File: src/rtl/ysyx_22041207_axi_rd_master.sv
// Single-beat AXI4 read master: takes one aligned read request, issues AR, captures one R beat,
// and returns the extracted, zero-extended data with its response.
module ysyx_22041207_axi_rd_master #(
  parameter int unsigned RW_DATA_WIDTH  = 64,
  parameter int unsigned RW_ADDR_WIDTH  = 64,
  parameter int unsigned AXI_DATA_WIDTH = 64,
  parameter int unsigned AXI_ADDR_WIDTH = 64,
  parameter int unsigned AXI_ID_WIDTH   = 4
) (
  input  logic                      clk,
  input  logic                      rst_n,
  input  logic                      rw_valid_i,
  output logic                      rw_ready_o,
  input  logic [RW_ADDR_WIDTH-1:0]  rw_addr_i,
  input  logic [7:0]                rw_size_i,
  output logic [RW_DATA_WIDTH-1:0]  data_read_o,
  output logic                      data_valid_o,
  input  logic                      data_ready_i,
  output logic [1:0]                resp_o,
  output logic                      ar_valid_o,
  input  logic                      ar_ready_i,
  output logic [AXI_ADDR_WIDTH-1:0] ar_addr_o,
  output logic [AXI_ID_WIDTH-1:0]   ar_id_o,
  output logic [7:0]                ar_len_o,
  output logic [2:0]                ar_size_o,
  output logic [1:0]                ar_burst_o,
  input  logic                      r_valid_i,
  output logic                      r_ready_o,
  input  logic [AXI_DATA_WIDTH-1:0] r_data_i,
  input  logic [1:0]                r_resp_i,
  input  logic                      r_last_i
);

  localparam int unsigned SizeW = 8;

  typedef enum logic [1:0] {
    IDLE = 2'd0,
    AR   = 2'd1,
    R    = 2'd2,
    DONE = 2'd3
  } state_e;

  state_e                    state_q, state_d;
  logic [RW_ADDR_WIDTH-1:0]  addr_q, addr_d;
  logic [SizeW-1:0]          size_q, size_d;
  logic [RW_DATA_WIDTH-1:0]  data_q, data_d;
  logic [1:0]                resp_q, resp_d;
  logic [AXI_DATA_WIDTH-1:0] beat_shifted;
  logic [RW_DATA_WIDTH-1:0]  beat_mask;

  // Move the addressed byte lane down to bit 0.
  assign beat_shifted = r_data_i >> {addr_q[2:0], 3'b000};

  // Expand the byte-enable style size into a bit mask, one byte per size bit.
  always_comb begin
    beat_mask = '0;
    for (int unsigned i = 0; i < RW_DATA_WIDTH; i++) begin
      if (i < SizeW * 8) beat_mask[i] = size_q[3'(i / 8)];
    end
  end

  always_ff @(posedge clk or negedge rst_n) begin
    if (!rst_n) begin
      state_q <= IDLE;
      addr_q  <= '0;
      size_q  <= '0;
      data_q  <= '0;
      resp_q  <= '0;
    end else begin
      state_q <= state_d;
      addr_q  <= addr_d;
      size_q  <= size_d;
      data_q  <= data_d;
      resp_q  <= resp_d;
    end
  end

  always_comb begin
    state_d = state_q;
    addr_d  = addr_q;
    size_d  = size_q;
    data_d  = data_q;
    resp_d  = resp_q;
    unique case (state_q)
      IDLE: begin
        if (rw_valid_i) begin
          addr_d  = rw_addr_i;
          size_d  = rw_size_i;
          state_d = AR;
        end
      end
      AR: begin
        if (ar_ready_i) state_d = R;
      end
      R: begin
        if (r_valid_i) begin
          data_d  = RW_DATA_WIDTH'(beat_shifted) & beat_mask;
          // A single-beat read must end with RLAST; anything else is a slave protocol error.
          resp_d  = r_last_i ? r_resp_i : 2'b10;
          state_d = DONE;
        end
      end
      DONE: begin
        if (data_ready_i) state_d = IDLE;
      end
      default: state_d = IDLE;
    endcase
  end

  always_comb begin
    unique case (size_q)
      8'h01:   ar_size_o = 3'd0;
      8'h03:   ar_size_o = 3'd1;
      8'h0F:   ar_size_o = 3'd2;
      default: ar_size_o = 3'd3;
    endcase
  end

  assign rw_ready_o   = (state_q == IDLE);
  assign ar_valid_o   = (state_q == AR);
  assign r_ready_o    = (state_q == R);
  assign data_valid_o = (state_q == DONE);
  assign ar_addr_o    = AXI_ADDR_WIDTH'(addr_q);
  assign ar_id_o      = '0;
  assign ar_len_o     = 8'd0;
  assign ar_burst_o   = 2'b01;
  assign data_read_o  = data_q;
  assign resp_o       = resp_q;

endmodule

File: config.mk
export PLATFORM = sky130hd
export DESIGN_NAME = ysyx_22041207_axi_rd_master
export DESIGN_NICKNAME = d
export VERILOG_FILES = /design/src/rtl/ysyx_22041207_axi_rd_master.sv
export SDC_FILE = /design/constraint.sdc
export NUM_CORES = 1
export LEC_CHECK = 0
export BUFFER_PORTS_ARGS = -buffer_cell sky130_fd_sc_hd__buf_2
export CAP_MARGIN = 15
export CORE_ASPECT_RATIO = 1.25
export CORE_MARGIN = 4
export CORE_UTILIZATION = 49
export DETAILED_ROUTE_END_ITERATION = 7
export PLACE_DENSITY_LB_ADDON = 0.3
export RECOVER_POWER = 100
export SETUP_SLACK_MARGIN = 0.4
export SLEW_MARGIN = 20
export SYNTH_ARGS = -nofsm -noshare
export SYNTH_HDL_FRONTEND = slang
export SYNTH_SLANG_ARGS = --single-unit
File: constraint.sdc
create_clock -name clk -period 2 [get_ports clk]
set_input_delay 0.1 -clock clk [delete_from_list [all_inputs] [get_ports clk]]
set_output_delay 0.1 -clock clk [all_outputs]
set_load 0.1 [all_outputs]
==> impl_metrics.yaml <==
placement:
  port_buffers: 280
  place_congestion: 0.899
  dp_hpwl_um: 18300
grt:
  grt_pass1_vias: 7012
  grt.overflow.total: 0
  grt_max_degree: 57
  antenna_found_initial: 0
  grt_pass1_wl_um: 40300
  gr-usage-all-layers_pct: 32.9
timing:
  drv_slew: 0
  fin_crit_sh_pct: 89.1
  fin_tns_setup_ps: 0
  tightest_slew_ps: 1180
  hold_viol_final: 0
  setup_viol: 0
  min_period_ps: 1780
  fin_skew_ps: 11.0
  rsz0062_at_grt: "yes"
  max_freq_mhz: 561
  relSlewSlack_pct: 21.4
yosys:
  synth_area_per_cell_um2: 12.4
  synth_top_area_share_pct: 49.3
  muxShareOfSynthArea_pct: 26.7
  synth_xor_area_share_pct: 0
  async_flop_share_pct: 100
  synth_fa_ha_area_share_pct: 0.881
  ys_types: 42
  synth_seq_cells: 140
  synth_top_family_by_area: "multiplexers"
  synth-compound-area-share_pct: 11.7
  synth_edf_count: 0
  yosys_warnings: 0
  synth_area_leaders: "dfrtp_1 (49%), mux2_2 (14%), mux4_2 (7.9%), mux2i_1 (4.4%), nand2_1 (3.0%)"
  ys.flop_type: "dfrtp_1"
  synth.cell_area_um2: 7100
  synth-simple-area-share_pct: 6.10
  yosysTopAreaCell: "dfrtp_1"
  yosysSeqAreaShare_pct: 49.3
  syn_inst: 571
clock_tree:
  clock_sinks: 140
  cts_buffer_depth: 2
  cts-root-buf: "clkbuf_16"
  clock_latency_ps: 430
  h-tree-depth: 4
  cts_made_buffers: 17
  clkTransAtPathRegs_ps: 60
  cts_tree: "yes"
detailed_routing:
  drc_errors: 0
  drtAntennaViolNets: 0
  wirelength_um: 28400
  vias: 6853
  first_pass_iters: 5
  drtIter0Drc: 614
  viasPerCell: 5.88
  avgRoutedWirePerCell_um: 24.4
cells_and_area:
  drive_above_1_share_pct: 50.7
  final-seq-area_um2: 3520
  antenna_cells: 0
  fillers: 858
  multiInputGateArea_um2: 3580
  nets: 1128
  final_cell_mix: "buf_2 (144), dfrtp_1 (133), clkbuf_2 (102)"
  area_growth_pct: 52.9
  final_common_cell: "buf_2"
floorplan:
  die_h_um: 143
  rows: 48
  die_w_um: 116
  pin_count: 296
  coreArea_um2: 14000
  start_util_pct: 50.8
  dieArea_um2: 16500
worst_setup_path:
  critPathKind: "register to register"
  worst_ep_arrival_time_ps: 2120
  crit_required_ps: 2340
  crit_chain: "inv_2 > ha_1 > nor2b_4 > a2111oi_4 > clkbuf_4 > mux2i_1"
  crit_buf_inv: 2
  endpoint_kind: "register"
  critical_path.top_delay_family: "flip-flops"
  critical_path.slowest_cell: "dfrtp_2"
  crit_fanout: 4
  slowest_delay_ps: 400
  start_kind: "register"
run_status:
  status: "finished clean"
flow_run:
  maxCapViolations: 0
hold_path:
  worst_hold_path_type: "primary input to register"
==> area by class of cell <==
cell class	count	area share [%]
repair buffers	425	26.8
clock inverters	13	1.53
flip-flops and latches	140	32.4
clock buffers	18	3.95
multi-input cells	387	33.0
well taps	175	2.02
inverters	7	0.277
==> registers in the layout, indices dropped and copies added (netlist names) <==
name	cells
size_q	8
data_read_o	64
ar_addr_o	64
resp_o	2
state_q	2
==> synthesized netlist by cell type, types with 2 or more instances <==
cell type / n
mux2_4: 3
nor2_1: 19
mux2i_1: 31
a22o_1: 8
dfrtp_1: 140
a221o_1: 7
a21oi_1: 13
mux2_2: 87
nand4_1: 2
buf_4: 24
a2bb2oi_1: 7
ha_1: 5
nand2_1: 57
nand2b_1: 3
a22oi_1: 10
o31ai_1: 14
o21ai_0: 34
buf_1: 2
buf_6: 5
mux4_2: 25
nand3_1: 4
clkinv_1: 2
and2_1: 3
a32o_1: 7
buf_2: 11
conb_1: 2
inv_1: 5
o22ai_1: 8
clkbuf_1: 11
nor2b_1: 4
a21boi_0: 7
==> path summary, 6_finish.rpt <==
path                                              from                          end  slack, ps  cells past startpoint
max in group asynchronous                        rst_n    ar_addr_o[60]$_DFFE_PN0P_        470                      3
setup / recovery                state_q[1]$_DFFE_PN0P_       state_q[0]$_DFFE_PN0P_        220                      6
min in group asynchronous                        rst_n    ar_addr_o[25]$_DFFE_PN0P_        460                      2
hold / removal                            r_data_i[55]  data_read_o[47]$_DFFE_PN0P_         20                      3
hold reg to reg            data_read_o[36]$_DFFE_PN0P_  data_read_o[36]$_DFFE_PN0P_        480                      2
setup reg to reg                state_q[1]$_DFFE_PN0P_       state_q[0]$_DFFE_PN0P_        220                      6
==> per-layer routing <==
layer	vias up	routed length, um	global-route usage, %
li1	2913	-	-
met1	3363	9600	37.2
met2	466	14700	56.5
met3	111	2660	9.53
met4	0	1490	16.0
met5	-	0	0
==> kinds of logic (layout without fill, tap and decap cells) <==
family / count (synthesis) / count (layout)
compound gates: 120 / 120
fa+ha+maj: 5 / 5
buf+inv: 60 / 463
flops: 140 / 140
mux: 146 / 146
other cells: 2 / 15
simple gates: 98 / 101
==> stage by stage <==
| stage | utilization, % | hold WS [ps] | setup WS, ps | instance area [um^2] | instances |
|---|---|---|---|---|---|
| 5_1_grt | 77.6 | 30.1 | 171 | 10900 | 1165 |
| 2_1_floorplan | - | -196 | 157 | 7310 | 584 |
| 4_1_cts | 75.1 | 2.51 | 271 | 10500 | 1143 |
| 6_report | 77.6 | 24.8 | 217 | 10900 | 1165 |
| 3_3_place_gp | 62.9 | 51.2 | 215 | 8810 | 1013 |
| 3_5_place_dp | 62.9 | 56.0 | 186 | 8810 | 1013 |
==> worst register-to-register path: cells and delay by family, from the launching register on <==
family	cells	cell delay, ps
flip-flops	1	400
AO/OA/AOI/OAI	1	360
adder cells (fa/ha/maj)	1	290
buffers and inverters	2	270
multiplexers	1	200
AND/OR/NAND/NOR	1	170
==> what timing repair did <==
action | in CTS | in global routing
hold endpoints to repair | 119 | 1
endpoints found under the setup margin | 133 | 75
resized for setup | 31 | 62
gates cloned | 1 | 6
pin swaps | 5 | 8
hold buffers | 82 | 1
setup buffers | 16 | 15
Power is left out: the tool's default activity adds up to more than one toggle a clock period on the data nets, which glitch-free logic cannot reach.
